==> src/rtl/ercm_pipe_mul.sv <==
// Pipelined OR-tree approximate multiplier with masked carry recovery; 3-cycle latency, whole pipe stalls while out_valid & ~out_ready.
// Optional ERCM_EXACT_MODE_EN: per-transaction mode_exact selects the exact product instead.
module ercm_pipe_mul #(
  parameter int WIDTH       = 8,
  parameter int RECOVER_LSB = 4
) (
  input  logic                 clk,
  input  logic                 rst_n,
  input  logic                 in_valid,
  output logic                 in_ready,
  input  logic [WIDTH-1:0]     dat_in_a,
  input  logic [WIDTH-1:0]     dat_in_b,
  input  logic [2*WIDTH-1:0]   rec_mask,
  input  logic                 mode_exact,
  output logic                 out_valid,
  input  logic                 out_ready,
  output logic [2*WIDTH-1:0]   dat_o
);

  localparam int PW     = 2 * WIDTH;
  localparam int LEVELS = $clog2(WIDTH);
  localparam logic [PW-1:0] LP_REC_KEEP = {PW{1'b1}} << RECOVER_LSB;

  logic              r_s1_vld, r_s2_vld, r_s3_vld;
  logic [WIDTH-1:0]  r_s1_a, r_s1_b;
  logic [PW-1:0]     r_s1_mask;
  logic [PW-1:0]     r_s2_sum, r_s2_vec;
  logic [PW-1:0]     r_s3_dat;

  logic              w_adv;
  logic [PW-1:0]     w_sum, w_vec, w_s3_dat;

  assign w_adv     = ~r_s3_vld | out_ready;
  assign in_ready  = w_adv;
  assign out_valid = r_s3_vld;
  assign dat_o     = r_s3_dat;

  // Pairwise OR merge; AND-carries collide into vec at their own weight.
  always_comb begin
    logic [PW-1:0] t [WIDTH];
    w_vec = '0;
    for (int i = 0; i < WIDTH; i++) begin
      t[i] = r_s1_a[i] ? (PW'(r_s1_b) << i) : '0;
    end
    for (int l = 0; l < LEVELS; l++) begin
      for (int j = 0; j < (WIDTH >> (l + 1)); j++) begin
        w_vec = w_vec | (t[2*j] & t[2*j+1]);
        t[j]  = t[2*j] | t[2*j+1];
      end
    end
    w_sum = t[0];
  end

  always_ff @(posedge clk or negedge rst_n) begin
    if (!rst_n) begin
      r_s1_vld  <= 1'b0;
      r_s2_vld  <= 1'b0;
      r_s3_vld  <= 1'b0;
      r_s1_a    <= '0;
      r_s1_b    <= '0;
      r_s1_mask <= '0;
      r_s2_sum  <= '0;
      r_s2_vec  <= '0;
      r_s3_dat  <= '0;
    end else if (w_adv) begin
      r_s1_vld <= in_valid;
      r_s2_vld <= r_s1_vld;
      r_s3_vld <= r_s2_vld;
      if (in_valid) begin
        r_s1_a    <= dat_in_a;
        r_s1_b    <= dat_in_b;
        r_s1_mask <= rec_mask;
      end
      if (r_s1_vld) begin
        r_s2_sum <= w_sum;
        r_s2_vec <= w_vec & r_s1_mask & LP_REC_KEEP;
      end
      if (r_s2_vld) begin
        r_s3_dat <= w_s3_dat;
      end
    end
  end

`ifdef ERCM_EXACT_MODE_EN
  logic          r_s1_mode, r_s2_mode;
  logic [PW-1:0] r_s2_exact;

  always_ff @(posedge clk or negedge rst_n) begin
    if (!rst_n) begin
      r_s1_mode  <= 1'b0;
      r_s2_mode  <= 1'b0;
      r_s2_exact <= '0;
    end else if (w_adv) begin
      if (in_valid) begin
        r_s1_mode <= mode_exact;
      end
      if (r_s1_vld) begin
        r_s2_mode  <= r_s1_mode;
        r_s2_exact <= PW'(r_s1_a) * PW'(r_s1_b);
      end
    end
  end

  assign w_s3_dat = r_s2_mode ? r_s2_exact : (r_s2_sum + r_s2_vec);
`else
  logic w_unused_mode;
  assign w_unused_mode = mode_exact;
  assign w_s3_dat      = r_s2_sum + r_s2_vec;
`endif

endmodule

==> config.mk <==
export PLATFORM = sky130hd
export DESIGN_NAME = ercm_pipe_mul
export DESIGN_NICKNAME = d
export VERILOG_FILES = /design/src/rtl/ercm_pipe_mul.sv
export SDC_FILE = /design/constraint.sdc
export NUM_CORES = 1
export LEC_CHECK = 0
export CAP_MARGIN = 20
export CORE_MARGIN = 4
export CORE_UTILIZATION = 55
export DETAILED_ROUTE_END_ITERATION = 10
export DONT_BUFFER_PORTS = 1
export GPL_TIMING_DRIVEN = 0
export PLACE_DENSITY = 0.71
export SKIP_LAST_GASP = 1
export SLEW_MARGIN = 30
export SYNTH_ARGS = -nofsm -noshare
export SYNTH_HDL_FRONTEND = slang
export SYNTH_SLANG_ARGS = --single-unit
==> constraint.sdc <==
create_clock -name clk -period 1.8 [get_ports clk]
set_input_delay 0.27 -clock clk [delete_from_list [all_inputs] [get_ports clk]]
set_output_delay 0.27 -clock clk [all_outputs]
set_load 0.1 [all_outputs]
* After elaboration in Yosys (flattened, before gate mapping)
Index checks and enable logic that the tools add are counted.
Storage, ports and cells: bits in registers 79, bits of input ports 37, output and inout port bits 18, word-level logic and storage cells 44
Cells by class: add/sub/neg operators 1, mux-type cells 8, bitwise operators 23, reduce and logical (&&, ||, !) cells 3
Operators with widths (count):
- $or 13x15->15 | 2
- $or 15x15->15 | 2
- $or 9x11->11 | 2
- $add 16x16->16 | 1
- $and 15x16->16 | 1
- $and 11x15->15 | 1
- $and 13x15->15 | 1
- $and 14x15->15 | 1
- $mux 15 | 1
- $or 11x15->15 | 1
- $or 14x15->15 | 1
- $or 15x11->15 | 1
- $mux 14 | 1
- $and 12x13->13 | 1
- $mux 13 | 1
- $or 11x13->13 | 1
- $or 12x13->13 | 1
- $mux 12 | 1
- $and 10x11->11 | 1
- $and 9x11->11 | 1
- $mux 11 | 1
- $or 10x11->11 | 1
- $mux 10 | 1
- $and 8x9->9 | 1
- 6 further kinds | 8

* Depth between registers and ports, before layout
depth after elaboration 9, gate-level depth with buffers 7, gate-level depth less buffers 7

* Worst setup path before layout
Ideal clock, no wire load.
kind reg2reg, start reg r_s3_vld, in the netlist out_valid, end reg r_s1_a[2], data arrival time 2.155 ns, required time 1.675 ns, setup slack -0.480 ns, cell stages (with the launch flop) 6, clock period less this slack 2.280 ns, path through dfrtp_1 nand2b_1 buf_2 nand2_2 buf_2 mux2_2
On the way: word-level cells in the longest chain between the ends 3
RTL lines:
- start: declaration | RTL line 24 | logic r_s1_vld, r_s2_vld, r_s3_vld;
- start signal: assignment | RTL line 68 | r_s3_vld <= r_s2_vld;
- $not 1->1 | RTL line 33 | assign w_adv = ~r_s3_vld | out_ready;
- $or 1x1->1 | RTL line 33
- via in_ready | RTL line 10 | output logic in_ready,
- $reduce_and 2->1 (no source line)
- end signal: assignment | RTL line 70 | r_s1_a <= dat_in_a;
- end: declaration | RTL line 25 | logic [WIDTH-1:0] r_s1_a, r_s1_b;
The timed path passes the listed nets, and every way through them passes these cells. A chain may end at the register's enable or synchronous reset.

* Worst setup path in the final report
start reg r_s2_vec[4], end reg r_s3_dat[10], in the netlist dat_o[10]
On the way: word-level cells in the longest chain between the ends 1
RTL lines:
- start: declaration | RTL line 27 | logic [PW-1:0] r_s2_sum, r_s2_vec;
- start signal: assignment | RTL line 76 | r_s2_vec <= w_vec & r_s1_mask & LP_REC_KEEP;
- $add 16x16->16 | RTL line 108 | assign w_s3_dat = r_s2_sum + r_s2_vec;
- end signal: assignment | RTL line 79 | r_s3_dat <= w_s3_dat;
- end: declaration | RTL line 28 | logic [PW-1:0] r_s3_dat;
Every way passes these cells.

==> results.json <==
{
  "regToRegEndpoint": "dat_o[10]$_DFFE_PN0P_",
  "fmax_mhz": 549.3,
  "max-cap-violations": 0,
  "grt_max_degree": 71,
  "r2r_cells": 7,
  "slew_violations": 0,
  "synthesis.area_mm2": 0.003680,
  "fin_crit_sh_pct": 101.1,
  "crit_path_start_kind": "flip-flop",
  "synthDistinctLibCells": 51,
  "cp.required_ns": 2.04,
  "layout.cells.most_common": "nand2_1",
  "ios": 55,
  "critical_path_class": "reg -> reg",
  "cp_max_fo": 2,
  "top_usage_layer": "met2",
  "wl_per_cell_um": 18.47,
  "grt_pass1_wl_mm": 14.39,
  "grt_use_total_pct": 22.30,
  "synth_fp_nets": 422,
  "finalSetupTns_ns": -0.03424,
  "drc": 0,
  "synthTopCellsByArea": "dfrtp_1 48%, mux2_2 8.3%, nand2_1 7.4%",
  "placementRows": 29,
  "synth-edff-count": 0,
  "postLayoutCoreUtil_pct": 65.48,
  "drtIter0Drc": 163,
  "area_growth_pct": 14.28,
  "hold_slack_ns": -0.3996,
  "core_area_mm2": 0.006422,
  "grt_pass1_vias": 2912,
  "num_vias": 2933,
  "vdd.ir_drop.worst_v": 0.0008260,
  "worst_slew_pin_slew_ns": 0.9013,
  "first_pass_iters": 5,
  "n_fill_cell": 531,
  "die_area_mm2": 0.008063,
  "overflow": 0,
  "port_buffers": 0,
  "vias_per_cell": 6.254,
  "cts_root_buf": "clkbuf_8",
  "final_layout_size_suffix_gt1_share_pct": 24.23,
  "reg2reg_slack_ns": -0.02,
  "rsz0062_at_grt": "yes",
  "hold_viol": 70,
  "finalWorstSetupSlack_ns": -0.02062,
  "dp.cells": 451,
  "clk_pin_slew_ns": 0.08,
  "htree_levels": 3,
  "fin_crit_ns": 1.821,
  "ys_ff_latch": 70,
  "ant_nets": 0,
  "die_height_um": 89.80,
  "yosysSeqAreaShare_pct": 47.60,
  "layout.cells.non_filler": 469,
  "antenna_found_initial": 0,
  "yosysWarnings": 0,
  "synth_top_area_share_pct": 47.60,
  "yosys.area.top_type": "dfrtp_1",
  "tritoncts": "built",
  "gp_congestion": 0.9442,
  "wl_mm": 8.663,
  "avgSynthCellArea_um2": 9.839,
  "timing.rr.start": "r_s2_vec[4]$_DFFE_PN0P_",
  "post-dp-hpwl_mm": 6.135,
  "fin_nets": 435,
  "netlist_instances": 374,
  "ys.flop_type": "dfrtp_1",
  "worst_skew_pair.late_latency_ns": 0.35,
  "grt_use_met3_pct": 5.342,
  "final_cell_mix": "72 x nand2_1, 68 x dfrtp_1, 27 x mux2_2, 22 x a22oi_1, 21 x o21ai_0",
  "clockBufferDepth": 2,
  "end_kind": "flip-flop",
  "hp-class": "in -> async",
  "worst_ep_arrival_time_ns": 2.06,
  "final.setup_skew_ns": 0.009878,
  "cts_sinks": 70,
  "setup-violations-final": 2,
  "numCtsBuffers": 9,
  "leakagePower_uw": 0.001838,
  "slew_headroom_pct": 39.91,
  "grt_use_met1_pct": 29.73,
  "async_reset_ff_share_pct": 100.0,
  "die-width_um": 89.80,
  "start_util_pct": 57.30,
  "diodes": 0,
  "powerDensity_mw_per_mm2": 2204,
  "gr-usage-met2_pct": 35.46,
  "status": "finished with violations",
  "violations": "negative hold slack, negative setup slack"
}
-- registers in the layout (all words and copies together), names as in the netlist --
register   cells
dat_o         16
out_valid      1
r_s2_vld       1
r_s2_vec      10
r_s1_a         8
r_s1_b         8
r_s1_vld       1
r_s1_mask     10
r_s2_sum      15
-- repair_timing --
item,CTS,global route
buffers inserted,2,0
pin swaps,5,8
endpoints found under the setup margin,50,16
gates cloned,1,0
endpoints found under the hold margin,70,70
gates resized for setup,20,17
-- synthesized netlist by cell type, types with 2 or more instances --
cell type and count:
and2_1 3, nor3_1 3, nand2_1 73, nand4_1 5, and3_1 4, buf_2 17, nor2_1 14, ha_1 10
a21oi_1 9, a22oi_1 23, a21o_1 3, o21bai_1 2, o31ai_1 3, xor2_1 3, clkbuf_1 6, dfrtp_1 70
o21a_1 3, mux2_2 27, o2111ai_1 2, buf_4 4, o21ai_0 23, xnor2_1 3, a211oi_1 4, maj3_1 5
o22ai_1 4, inv_1 4, o211ai_1 3, a31oi_1 11, nand2b_1 2, nand3_1 9, o221ai_1 2
-- worst max-delay path, stage by stage, from the launching register on --
cell,delay (ns)
dfrtp_1,0.39
ha_2,0.21
fa_2,0.35
a211oi_2,0.25
o21bai_1,0.09
a21oi_1,0.18
xor2_1,0.16
o21ai_1,0.07
-- kinds of logic (layout without fill, tap and decap cells) --
group	Yosys count	in the layout	share of synthesized area, %
adders and majority gates	16	16	5.304
AOI/OAI and AO/OA	105	105	19.28
and+or+nand+nor	118	118	13.84
muxes	27	27	8.262
buffers and inverters	32	50	4.284
DFF	70	70	47.60
xor gates and xnor gates	6	6	1.428
-- worst max-delay path by stage --
stage                                          to  slack (ns)                     from  cells after the start
final                       dat_o[10]$_DFFE_PN0P_       -0.02  r_s2_vec[4]$_DFFE_PN0P_                      7
after global routing        dat_o[10]$_DFFE_PN0P_       -0.12  r_s2_vec[4]$_DFFE_PN0P_                      7
after CTS                   dat_o[12]$_DFFE_PN0P_       -0.07  r_s2_sum[4]$_DFFE_PN0P_                      7
after detailed placement  r_s2_sum[4]$_DFFE_PN0P_       -0.20    out_valid$_DFFE_PN0N_                      5
after global placement    r_s2_sum[9]$_DFFE_PN0P_       -0.17    out_valid$_DFFE_PN0N_                      5
after floorplan             dat_o[12]$_DFFE_PN0P_        0.01  r_s2_sum[4]$_DFFE_PN0P_                      7
-- per-layer routing --
layer  vias to the layer above  share of wire, %
met2                       110                48
met1                      1413                45
met4                         0               1.8
met3                        16               5.4
met5                         -                 0
li1                       1394                 -
-- area by class of cell --
class	count	area [um2]	area share, %
buffer	27	181.4	4.314
clock buffer	9	123.9	2.946
clock inverter	7	120.1	2.856
inverter	4	15.01	0.3570
multi-input combinational	272	1864	44.33
sequential	70	1757	41.77
tap	77	96.34	2.291
timing repair buffer	3	47.55	1.131
-- report_power, final --
group | leakage, uW | internal (uW) | switching, uW | total (uW)
Sequential | 0.000832 | 2160 | 1800 | 3960
Combinational | 0.000886 | 1690 | 2040 | 3740
Clock | 0.000120 | 927 | 642 | 1570
Total | 0.00184 | 4780 | 4490 | 9270
-- through the flow --
step	total power [uW]	cell area (um2)	setup slack [ns]
detailed placement	7266	3794	-0.2017
global route	9877	4205	-0.1211
floorplan	6537	3697	0.01398
CTS	9056	4146	-0.06918
finish	9268	4205	-0.02062
global placement	7169	3794	-0.1746
No activity file was read; power rests on OpenSTA's default activity.
